===== config.mk =====
export PLATFORM = sky130hd
export DESIGN_NAME = bus_arbiter
export DESIGN_NICKNAME = d
export VERILOG_FILES = /design/src/rtl/bus_arbiter.sv
export SDC_FILE = /design/constraint.sdc
export NUM_CORES = 1
export LEC_CHECK = 0
export CORE_ASPECT_RATIO = 0.6
export CORE_MARGIN = 3
export CORE_UTILIZATION = 40
export DETAILED_ROUTE_END_ITERATION = 10
export GPL_TIMING_DRIVEN = 0
export PLACE_DENSITY = 0.87
export SLEW_MARGIN = 5
export SYNTH_ARGS = -nofsm -noshare
export SYNTH_HDL_FRONTEND = slang
export SYNTH_SLANG_ARGS = --single-unit
export TNS_END_PERCENT = 1

===== constraint.sdc =====
create_clock -name clk_i -period 2.15 [get_ports clk_i]
set_input_delay 0.3225 -clock clk_i [delete_from_list [all_inputs] [get_ports clk_i]]
set_output_delay 0.3225 -clock clk_i [all_outputs]
set_load 0.03 [all_outputs]

===== src/rtl/bus_arbiter.sv =====
// bus_arbiter: two-master round-robin arbiter sequencing one valid/ready bus transaction at a time with timeout
module bus_arbiter #(
  parameter int TIMEOUT = 16,
  parameter logic [1:0] FETCH_HB = 2'b10
) (
  input  logic        clk_i,
  input  logic        rst_i,
  input  logic        m0_req_i,
  input  logic [31:0] m0_addr_i,
  output logic [31:0] m0_rdata_o,
  output logic        m0_ack_o,
  output logic        m0_err_o,
  input  logic        m1_req_i,
  input  logic [31:0] m1_addr_i,
  input  logic        m1_we_i,
  input  logic [1:0]  m1_hb_i,
  input  logic [31:0] m1_wdata_i,
  output logic [31:0] m1_rdata_o,
  output logic        m1_ack_o,
  output logic        m1_err_o,
  output logic        bus_valid_o,
  output logic [31:0] bus_addr_o,
  output logic [31:0] bus_wdata_o,
  output logic        bus_we_o,
  output logic [1:0]  bus_hb_o,
  input  logic [31:0] bus_rdata_i,
  input  logic        bus_ready_i
);
  localparam logic [1:0] IDLE = 2'd0, ACCESS = 2'd1, RESP = 2'd2;
  localparam logic [7:0] CNT_LAST = 8'(TIMEOUT - 1);
  logic [1:0] state_q, state_d;
  logic [7:0] cnt_q, cnt_d;
  logic last_q, last_d, gnt_q, gnt_d;
  logic [31:0] addr_q, addr_d, wdata_q, wdata_d;
  logic we_q, we_d;
  logic [1:0] hb_q, hb_d;
  logic [31:0] m0_rdata_q, m0_rdata_d, m1_rdata_q, m1_rdata_d;
  logic m0_err_q, m0_err_d, m1_err_q, m1_err_d;
  logic pick1, done;
  logic [31:0] rd;
  always_comb begin
    state_d = state_q;
    cnt_d = cnt_q;
    last_d = last_q;
    gnt_d = gnt_q;
    addr_d = addr_q;
    wdata_d = wdata_q;
    we_d = we_q;
    hb_d = hb_q;
    m0_rdata_d = m0_rdata_q;
    m0_err_d = m0_err_q;
    m1_rdata_d = m1_rdata_q;
    m1_err_d = m1_err_q;
    pick1 = m1_req_i && (!m0_req_i || !last_q);
    done = bus_ready_i || cnt_q == CNT_LAST;
    rd = bus_ready_i ? bus_rdata_i : '0;
    case (state_q)
      IDLE:
        if (m0_req_i || m1_req_i) begin
          gnt_d = pick1;
          last_d = pick1;
          addr_d = pick1 ? m1_addr_i : m0_addr_i;
          wdata_d = pick1 ? m1_wdata_i : '0;
          we_d = pick1 && m1_we_i;
          hb_d = pick1 ? m1_hb_i : FETCH_HB;
          cnt_d = '0;
          state_d = ACCESS;
        end
      ACCESS:
        if (done) begin
          m0_rdata_d = gnt_q ? m0_rdata_q : rd;
          m0_err_d = gnt_q ? m0_err_q : !bus_ready_i;
          m1_rdata_d = gnt_q ? rd : m1_rdata_q;
          m1_err_d = gnt_q ? !bus_ready_i : m1_err_q;
          state_d = RESP;
        end else begin
          cnt_d = cnt_q + 8'd1;
        end
      RESP: begin
        cnt_d = '0;
        state_d = IDLE;
      end
      default: state_d = IDLE;
    endcase
  end
  always_ff @(posedge clk_i) begin
    if (rst_i) begin
      state_q <= IDLE;
      cnt_q <= '0;
      last_q <= 1'b0;
      gnt_q <= 1'b0;
      addr_q <= '0;
      wdata_q <= '0;
      we_q <= 1'b0;
      hb_q <= '0;
      m0_rdata_q <= '0;
      m0_err_q <= 1'b0;
      m1_rdata_q <= '0;
      m1_err_q <= 1'b0;
    end else begin
      state_q <= state_d;
      cnt_q <= cnt_d;
      last_q <= last_d;
      gnt_q <= gnt_d;
      addr_q <= addr_d;
      wdata_q <= wdata_d;
      we_q <= we_d;
      hb_q <= hb_d;
      m0_rdata_q <= m0_rdata_d;
      m0_err_q <= m0_err_d;
      m1_rdata_q <= m1_rdata_d;
      m1_err_q <= m1_err_d;
    end
  end
  assign bus_valid_o = state_q == ACCESS;
  assign bus_addr_o = addr_q;
  assign bus_wdata_o = wdata_q;
  assign bus_we_o = we_q;
  assign bus_hb_o = hb_q;
  assign m0_ack_o = state_q == RESP && !gnt_q;
  assign m1_ack_o = state_q == RESP && gnt_q;
  assign m0_rdata_o = m0_rdata_q;
  assign m1_rdata_o = m1_rdata_q;
  assign m0_err_o = m0_err_q;
  assign m1_err_o = m1_err_q;
endmodule


==> reports/metrics.cfg, run 1 <==
[yosys]
synthesis.area_sq_um = 5340
synth_largest_area_cell = sky130_fd_sc_hd__dfxtp_1
synthCells = 519
ys_types = 44
syn_avg_cell_area_sq_um = 10.29
post_synth_main_area_contributors = sky130_fd_sc_hd__dfxtp_1, sky130_fd_sc_hd__a22o_1, sky130_fd_sc_hd__mux2i_1
ys_warn_count = 0
asyncSetResetFlopFracSynth_pct = 0
postSynthRegisterBits = 144
post_synth_edffs = 0
synth_fp_nets = 656
dominantRegCellSynth = sky130_fd_sc_hd__dfxtp_1
yosys_top_cell_area_share_pct = 53.98
synth_sequential_area_ratio_pct = 53.98

[power]
p_int_uw = 5128
power.share.sequential_pct = 40.4
clockPowerShare_pct = 39.6
max-vdd-ir-drop_mv = 0.4789
cellPowerDensity_nw_per_um2 = 816.6
total_switching_power_uw = 2094
total_power_uw = 7222
comb_power_share_pct = 20.0
power.switching_fraction_pct = 29.00
leakage_power_total_uw = 0.003445

[drt]
average_routed_wire_per_standard_cell_um = 18.22
drt_wl_total_um = 18080
ant_nets = 0
dr.first_iter.drc_count = 212
drtPass1Iterations = 4
detailroute.via_count = 5218
route.detailed.drc = 0
route.detailed.vias_per_inst = 5.260

[floorplanning]
core_sq_um = 12930
chip_height_um = 95.50
die_width_um = 155.2
initial_utilization_pct = 41.29
floorplan.die_area_sq_um = 14820
design.portCount = 272
placement_rows = 32

[placement]
placed_cell_area_sq_um = 8265
dp_hpwl_um = 13870
placement.io_buffers = 271
gp_congestion = 0.8811

[cts]
cts_inserted_buffers = 17
numClockSinks = 144
cts_tree = done
clk-insertion-delay-late_ns = 0.41
clock_tree.htree_level_count = 4
path_clk_slew_ns = 0.06
clk_root_buffer_cell = sky130_fd_sc_hd__clkbuf_16
hold_buffers = 0
ctsLongestPathBuffers = 2

[global_route]
grt_start_max_net_pins = 17
first_global_vias = 5308
grt_overflow_total = 0
antenna_violations_before_repair = 0
grt_first_pass_wirelength_um = 27940
grt.total_usage_pct = 23.66

[outcome]
status = completed

[sta]
finalSetupTns_ns = 0
rsz0062_at_grt = yes
final_max_tran_viols = 0
setup_viol_count_final = 0
finalClockSkew_ns = 0.01453
timing.final.hold_violations = 0
timing.final.crit_share_pct = 94.81
worstMarginPinSlew_ns = 0.8933
timing.final.crit_period_ns = 2.038
timing.max_slew.rel_slack_pct = 40.05
fmaxAchievable_ghz = 0.4906

[cells_and_area]
final_layout_size_suffix_gt1_share_pct = 7.178
antennaDiodeCount = 0
area_delta_synth_final_pct = 65.60
n_fill_cell = 970
fin_area_sq_um = 8843
fin_nets = 946
layout.area.seq_sq_um = 2883
area_used_by_multi_input_combinational_logic_sq_um = 2247

[critical_path]
crit_path_end_kind = flip-flop
start_kind = primary input
worstPathRequired_ns = 2.42
crit_start = rst_i
criticalPathCategory = in2reg
rr_worst_depth = 6
worst-r2r-setup-slack_ns = 0.22
crit_fanout = 10
critical_path_at_ns = 2.30
cp-endpoint = state_q[1]$_SDFFE_PP0P_
worst_r2r_startpoint = cnt_q[0]$_SDFFE_PP0P_
worstReg2RegEnd = m1_rdata_o[22]$_SDFFE_PP0P_

[hold_path]
timing.hold.worst.class = reg2reg

[run]
timing.max_cap.violations = 0

worst min path at each step:
stage / start / slack (ns) / cells past startpoint / end
after global routing: m1_rdata_o[15]$_SDFFE_PP0P_ / 0.49 / 1 / m1_rdata_o[15]$_SDFFE_PP0P_
after global placement: m1_rdata_o[27]$_SDFFE_PP0P_ / 0.45 / 1 / m1_rdata_o[27]$_SDFFE_PP0P_
final: m1_rdata_o[12]$_SDFFE_PP0P_ / 0.48 / 1 / m1_rdata_o[12]$_SDFFE_PP0P_
after detailed placement: m1_rdata_o[11]$_SDFFE_PP0P_ / 0.46 / 1 / m1_rdata_o[11]$_SDFFE_PP0P_
after floorplan: cnt_q[3]$_SDFFE_PP0P_ / 0.46 / 1 / cnt_q[3]$_SDFFE_PP0P_
after CTS: m1_rdata_o[19]$_SDFFE_PP0P_ / 0.48 / 1 / m1_rdata_o[19]$_SDFFE_PP0P_
sequential cells by signal, indices dropped and copies added, names as in the netlist:
name,flops
bus_hb_o,2
m1_rdata_o,32
m0_rdata_o,32
bus_addr_o,32
bus_wdata_o,32
gnt_q,1
bus_we_o,1
m1_err_o,1
state_q,2
m0_err_o,1
cnt_q,8
layout make-up:
class                      count  share of cell area [%]
buffer                        46                   2.306
clock buffer                  17                   4.810
clock inverter                15                   1.670
inverter                       2                 0.08489
multi-input combinational    327                   25.41
sequential                   144                   32.60
tap                          170                   2.405
timing repair buffer         271                   30.72
cells in the mapped netlist (all sizes together) (2+ instances only):
cell	count
dfxtp	144
nor2	72
a22o	64
a22oi	35
mux2i	33
nor2b	33
a211oi	32
buf	24
clkbuf	22
nand3	9
a21oi	8
nand2	5
nor3	5
a31oi	4
and3	3
inv	2
nor3b	2
o211ai	2
o21ai	2
or3	2
per-stage QoR:
| step | setup WS (ns) | utilization [%] | cells | hold WS (ns) |
|---|---|---|---|---|
| 2_1_floorplan | 0.4244 | - | 519 | 0.4558 |
| 3_3_place_gp | -0.4150 | 63.91 | 960 | 0.4544 |
| 6_report | 0.1116 | 68.38 | 992 | 0.4764 |
| 5_1_grt | -0.03218 | 68.38 | 992 | 0.4919 |
| 3_5_place_dp | -0.4514 | 63.91 | 960 | 0.4580 |
| 4_1_cts | 0.02028 | 68.34 | 992 | 0.4769 |
placed cells by master, fill, tap and decap left out, drive strengths merged, types with 2 or more instances in the layout:
master and instances:
a22oi 35, a21oi 8, dfxtp 144, nor2b 33, or3 2, nor3 5
a211oi 32, nor3b 2, a31oi 4, and3 3, o211ai 2, clkbuf 39
nand3 9, o21ai 2, nor2 72, dlymetal6s2s 2, clkinv 5, clkdlybuf4s50 268
buf 24, mux2i 33, a22o 64, nand2 5, inv 10
routing by layer:
layer	global-route usage [%]	wire length (um)
met1	29.70	7844
met2	38.95	8589
met3	7.029	1330
met4	8.744	312
met5	0	0
critical path: stages:
cell and delay (ns):
sky130_fd_sc_hd__clkdlybuf4s50_1 0.52, sky130_fd_sc_hd__clkbuf_1 0.44, sky130_fd_sc_hd__clkbuf_2 0.39, sky130_fd_sc_hd__buf_1 0.50, sky130_fd_sc_hd__nor3_1 0.14
timing repair:
action                                  4_1_cts  5_1_grt
endpoints found under the setup margin        3        4
buffers inserted                              0        0
gates resized for setup                       2        2
pin swaps                                     0        0
power groups by stage:
| stage | logic (uW) | clock network [uW] | registers, uW |
|---|---|---|---|
| after floorplan | 453 | 0 | 3260 |
| after global placement | 1410 | 0 | 2960 |
| after detailed placement | 1450 | 0 | 2970 |
| after CTS | 1450 | 2920 | 2920 |
| after global routing | 1540 | 3010 | 2930 |
| final | 1450 | 2860 | 2920 |
cell families after synthesis:
family                     synth area share, %
and+or+nand+nor                          12.91
buffers and inverters                    3.936
adders and majority gates               0.2343
DFF                                      53.98
muxes                                    6.186
AOI/OAI and AO/OA                        22.75
(Power assumes the default switching activity.)
==> run 2, diff against run 1 <==
--- a/config.mk
+++ b/config.mk
@@ -6,7 +6,6 @@
 export NUM_CORES = 1
 export LEC_CHECK = 0
 export CORE_ASPECT_RATIO = 0.6
-export CORE_MARGIN = 3
 export CORE_UTILIZATION = 40
 export DETAILED_ROUTE_END_ITERATION = 10
 export GPL_TIMING_DRIVEN = 0
==> reports/metrics.cfg, run 2 (same netlist as run 1, synthesis figures left out) <==
[outcome]
status = completed

[placement]
gp_congestion = 0.8491
placement.io_buffers = 271
placedCellCount = 960
dp_hpwl_um = 13180
placed_cell_area_sq_um = 8265

[cells_and_area]
fin_nets = 946
antennaDiodeCount = 0
area_delta_synth_final_pct = 66.96
layout.cells.non_filler = 992
fin_area_sq_um = 8916
final_util_pct = 68.94
final_layout_size_suffix_gt1_share_pct = 7.056
leading_cell_types_in_the_layout_fill_and_taps_excluded = sky130_fd_sc_hd__clkdlybuf4s50_1, sky130_fd_sc_hd__dfxtp_1, sky130_fd_sc_hd__nor2_1, sky130_fd_sc_hd__a22o_1, sky130_fd_sc_hd__a22oi_1
mostFrequentLayoutCell = sky130_fd_sc_hd__clkdlybuf4s50_1

[global_route]
antenna_violations_before_repair = 0
grt.total_usage_pct = 25.14
grt_overflow_total = 0
grt_first_pass_wirelength_um = 27140
grt_start_max_net_pins = 17
first_global_vias = 5267

[critical_path]
rr_worst_depth = 7
critical_path_at_ns = 2.30
crit_path_end_kind = flip-flop
worst_r2r_startpoint = state_q[1]$_SDFFE_PP0P_
worst-r2r-setup-slack_ns = 0.20
worstPathRequired_ns = 2.50
start_kind = flip-flop
crit_fanout = 10
worstReg2RegEnd = m1_rdata_o[21]$_SDFFE_PP0P_
criticalPathCategory = reg2reg
crit_start = state_q[1]$_SDFFE_PP0P_
cp-endpoint = m1_rdata_o[21]$_SDFFE_PP0P_

[drt]
drtPass1Iterations = 4
route.detailed.drc = 0
average_routed_wire_per_standard_cell_um = 17.55
route.detailed.vias_per_inst = 5.276
drt_wl_total_um = 17410
detailroute.via_count = 5234
ant_nets = 0
dr.first_iter.drc_count = 175

[sta]
timing.final.hold_violations = 0
rsz0062_at_grt = no
timing.final.crit_share_pct = 90.84
final_max_tran_viols = 0
finalClockSkew_ns = 0.009846
holdWs_ns = 0.4788
setup_viol_count_final = 0
fmaxAchievable_ghz = 0.5120
timing.max_slew.rel_slack_pct = 45.27
timing.final.crit_period_ns = 1.953
worstMarginPinSlew_ns = 0.8155

[power]
max-vdd-ir-drop_mv = 0.6002
cellPowerDensity_nw_per_um2 = 849.5
leakage_power_total_uw = 0.003473

[floorplanning]
chip_height_um = 91.50
die_width_um = 151.2
design.portCount = 272
floorplan.die_area_sq_um = 13830
core_sq_um = 12930
initial_utilization_pct = 41.29
placement_rows = 32

[cts]
clk-insertion-delay-late_ns = 0.41
clk_root_buffer_cell = sky130_fd_sc_hd__clkbuf_16
path_clk_slew_ns = 0.06
cts_inserted_buffers = 17
numClockSinks = 144
cts_tree = done
ctsLongestPathBuffers = 2
postCtsSetupRepairBufs = 0
clock_tree.htree_level_count = 4

[run]
timing.max_cap.violations = 0

[hold_path]
timing.hold.worst.class = reg2reg

-- run 2: changes by cell type in the layout (fill, tap and decap cells not counted) --
| cell | previous run | this run |
|---|---|---|
| sky130_fd_sc_hd__bufinv_16 | 1 | 4 |
| sky130_fd_sc_hd__inv_6 | 5 | 2 |
| sky130_fd_sc_hd__clkinv_4 | 2 | 4 |
| sky130_fd_sc_hd__clkinv_2 | 3 | 0 |
| sky130_fd_sc_hd__inv_8 | 3 | 2 |
| sky130_fd_sc_hd__clkbuf_8 | 0 | 1 |
| sky130_fd_sc_hd__clkbuf_1 | 20 | 21 |
-- run 2: power breakdown --
part | total, uW | switching, uW | internal [uW] | leakage [uW]
Combinational | 1440 | 773 | 670 | 0.00198
Clock | 3220 | 1210 | 2010 | 0.000312
Sequential | 2920 | 89.2 | 2830 | 0.00118
-- run 2: worst min path at each step --
stage	slack, ns	startpoint	to	depth (start not counted)
2_1_floorplan	0.46	cnt_q[3]$_SDFFE_PP0P_	cnt_q[3]$_SDFFE_PP0P_	1
3_3_place_gp	0.46	m1_rdata_o[9]$_SDFFE_PP0P_	m1_rdata_o[9]$_SDFFE_PP0P_	1
3_5_place_dp	0.45	m1_rdata_o[25]$_SDFFE_PP0P_	m1_rdata_o[25]$_SDFFE_PP0P_	1
4_1_cts	0.48	m1_rdata_o[11]$_SDFFE_PP0P_	m1_rdata_o[11]$_SDFFE_PP0P_	1
5_1_grt	0.50	m1_rdata_o[18]$_SDFFE_PP0P_	m1_rdata_o[18]$_SDFFE_PP0P_	1
6_report	0.48	m1_rdata_o[5]$_SDFFE_PP0P_	m1_rdata_o[5]$_SDFFE_PP0P_	1
-- run 2: critical path: stages, from the launching register on --
cell and delay [ns]:
sky130_fd_sc_hd__dfxtp_1 0.35, sky130_fd_sc_hd__nand2b_1 0.15, sky130_fd_sc_hd__clkbuf_2 0.16, sky130_fd_sc_hd__inv_2 0.11, sky130_fd_sc_hd__and3_1 0.16, sky130_fd_sc_hd__clkbuf_1 0.28, sky130_fd_sc_hd__clkbuf_1 0.45, sky130_fd_sc_hd__a22o_1 0.23
-- run 2: stage by stage --
step                      total power (uW)  setup WS (ns)  setup TNS (ns)
after floorplan                       3709         0.4244               0
after global placement                4366        -0.4228          -23.21
after detailed placement              4411        -0.4132          -25.07
after CTS                             7622        0.02024               0
after global routing                  7861       0.001707               0
final                                 7574         0.1970               0
-- run 2: layer usage --
metal  track usage [%]  share of wire [%]  up-vias
met5                 0                  0        -
li1                  -                  -     2485
met2             40.56                 46      201
met1             31.81                 45     2523
met4             8.750                1.9        0
met3             7.337                7.7       25
-- run 2: area by class of cell --
type / instances / area, sq um
multi-input cells: 327 / 2247
flip-flops and latches: 144 / 2883
repair buffers: 271 / 2716
inverters: 2 / 7.507
clock inverters: 13 / 202.7
clock buffers: 19 / 442.9
plain buffers: 46 / 203.9
fillers: 953 / 4016
well taps: 170 / 212.7
-- run 2: timing repair --
action	in CTS	in global routing
resized for setup	1	4
hold buffers	0	0
endpoints found under the setup margin	1	50
==> run 3, diff against run 2 <==
--- a/config.mk
+++ b/config.mk
@@ -9,7 +9,7 @@
 export CORE_UTILIZATION = 40
 export DETAILED_ROUTE_END_ITERATION = 10
 export GPL_TIMING_DRIVEN = 0
-export PLACE_DENSITY = 0.87
+export PLACE_DENSITY = 0.91
 export SLEW_MARGIN = 5
 export SYNTH_ARGS = -nofsm -noshare
 export SYNTH_HDL_FRONTEND = slang
==> constraint.sdc (replaced) <==
create_clock -name clk_i -period 1.9 [get_ports clk_i]
set_input_delay 0.285 -clock clk_i [delete_from_list [all_inputs] [get_ports clk_i]]
set_output_delay 0.285 -clock clk_i [all_outputs]
set_load 0.03 [all_outputs]
==> reports/metrics.cfg, run 3 (same netlist as run 1, synthesis figures left out) <==
[cells_and_area]
antennaDiodeCount = 0
final_util_pct = 69.10
area_delta_synth_final_pct = 67.34
layout.cells.non_filler = 992
final_layout_size_suffix_gt1_share_pct = 8.151
fin_nets = 946
mostFrequentLayoutCell = sky130_fd_sc_hd__clkdlybuf4s50_1
leading_cell_types_in_the_layout_fill_and_taps_excluded = sky130_fd_sc_hd__clkdlybuf4s50_1, sky130_fd_sc_hd__dfxtp_1, sky130_fd_sc_hd__nor2_1, sky130_fd_sc_hd__a22o_1, sky130_fd_sc_hd__a22oi_1

[cts]
path_clk_slew_ns = 0.06
cts_tree = done
ctsLongestPathBuffers = 2
clock_tree.htree_level_count = 4
clk_root_buffer_cell = sky130_fd_sc_hd__clkbuf_16
cts_inserted_buffers = 17
clk-insertion-delay-late_ns = 0.40
numClockSinks = 144
hold_buffers = 0

[drt]
average_routed_wire_per_standard_cell_um = 17.35
route.detailed.vias_per_inst = 5.181
ant_nets = 0
drtPass1Iterations = 4
route.detailed.drc = 0
dr.first_iter.drc_count = 236
drt_wl_total_um = 17210
detailroute.via_count = 5140

[floorplanning]
chip_height_um = 91.50
floorplan.die_area_sq_um = 13830
placement_rows = 32
initial_utilization_pct = 41.29
core_sq_um = 12930
die_width_um = 151.2
design.portCount = 272

[critical_path]
criticalPathCategory = reg2reg
start_kind = flip-flop
crit_path_end_kind = flip-flop
worstPathRequired_ns = 2.24
crit_fanout = 10
critical_path_at_ns = 2.17

[sta]
timing.max_slew.rel_slack_pct = 51.83
final_max_tran_viols = 0
holdWs_ns = 0.4736
finalWorstSetupSlack_ns = 0.06248
rsz0062_at_grt = yes
timing.final.hold_violations = 0
finalClockSkew_ns = 0.01059
fmaxAchievable_ghz = 0.5442
setup_viol_count_final = 0
worstMarginPinSlew_ns = 0.7177
timing.final.crit_period_ns = 1.838
timing.final.crit_share_pct = 96.71

[power]
cellPowerDensity_nw_per_um2 = 952.0
leakage_power_total_uw = 0.003458
max-vdd-ir-drop_mv = 0.7990

[placement]
detailedPlace.worstSlack_ns = -0.5680
gp_congestion = 0.7734
placedCellCount = 960
placement.io_buffers = 271
dp_hpwl_um = 12940

[global_route]
grt.total_usage_pct = 24.77
grt_overflow_total = 0
antenna_violations_before_repair = 0
grt_start_max_net_pins = 17
first_global_vias = 5185
grt_first_pass_wirelength_um = 26570

[hold_path]
timing.hold.worst.class = reg2reg

[run]
timing.max_cap.violations = 0

[outcome]
status = completed

[run 3: cell types whose count changed in the layout (fill, tap and decap cells not counted), moves of 2 or more]
cell | before | now
sky130_fd_sc_hd__clkbuf_1 | 21 | 16
sky130_fd_sc_hd__clkbuf_2 | 2 | 7
sky130_fd_sc_hd__buf_2 | 17 | 14
sky130_fd_sc_hd__dlymetal6s2s_1 | 2 | 0
sky130_fd_sc_hd__clkbuf_4 | 0 | 5
[run 3: power breakdown]
part	switching [uW]	internal (uW)	leakage [uW]
registers	98.5	3200	0.00118
logic	880	765	0.00197
clock network	1340	2230	0.000307
[run 3: what timing repair did]
action | CTS | global route
endpoints found under the setup margin | 78 | 123
buffers inserted | 0 | 0
resized for setup | 7 | 18
[run 3: cell type report]
cell class | instances | area (sq um)
Buffer | 46 | 224.0
Clock buffer | 18 | 429.2
Clock inverter | 14 | 205.2
Fill cell | 973 | 3996
Inverter | 2 | 7.507
Multi-Input combinational cell | 327 | 2270
Sequential cell | 144 | 2883
Tap cell | 170 | 212.7
Timing Repair Buffer | 271 | 2705
[run 3: critical path: stages, from the launching register on]
cell and delay [ns]:
sky130_fd_sc_hd__dfxtp_1 0.35, sky130_fd_sc_hd__nand2b_1 0.15, sky130_fd_sc_hd__clkbuf_2 0.17, sky130_fd_sc_hd__nor3b_2 0.41
sky130_fd_sc_hd__clkbuf_1 0.48, sky130_fd_sc_hd__a22o_1 0.21
[run 3: per-layer routing]
metal  vias up  wire, um  GRT usage, %
met1      2435      7517         30.86
met3        14      1494         8.945
met2       198      8020         40.83
met4         0       177         5.167
met5         -         0             0
li1       2493         -             -
[run 3: per-stage QoR]
step                      setup TNS, ns  cell area (sq um)  total power, uW
after CTS                     -0.007918               8901             8553
after floorplan                       0               5340             4197
final                                 0               8936             8508
after global placement           -45.85               8265             4959
after detailed placement         -49.62               8265             4992
after global routing            -0.1945               8936             8836
[run 3: worst paths after layout]
check	start	end	slack, ns	cells past startpoint
worst min-delay path	m1_rdata_o[2]$_SDFFE_PP0P_	m1_rdata_o[2]$_SDFFE_PP0P_	0.47	1
worst max register to register	state_q[1]$_SDFFE_PP0P_	m0_rdata_o[26]$_SDFFE_PP0P_	0.06	5
worst max-delay path	state_q[1]$_SDFFE_PP0P_	m0_rdata_o[26]$_SDFFE_PP0P_	0.06	5
worst min register to register	m1_rdata_o[2]$_SDFFE_PP0P_	m1_rdata_o[2]$_SDFFE_PP0P_	0.47	1
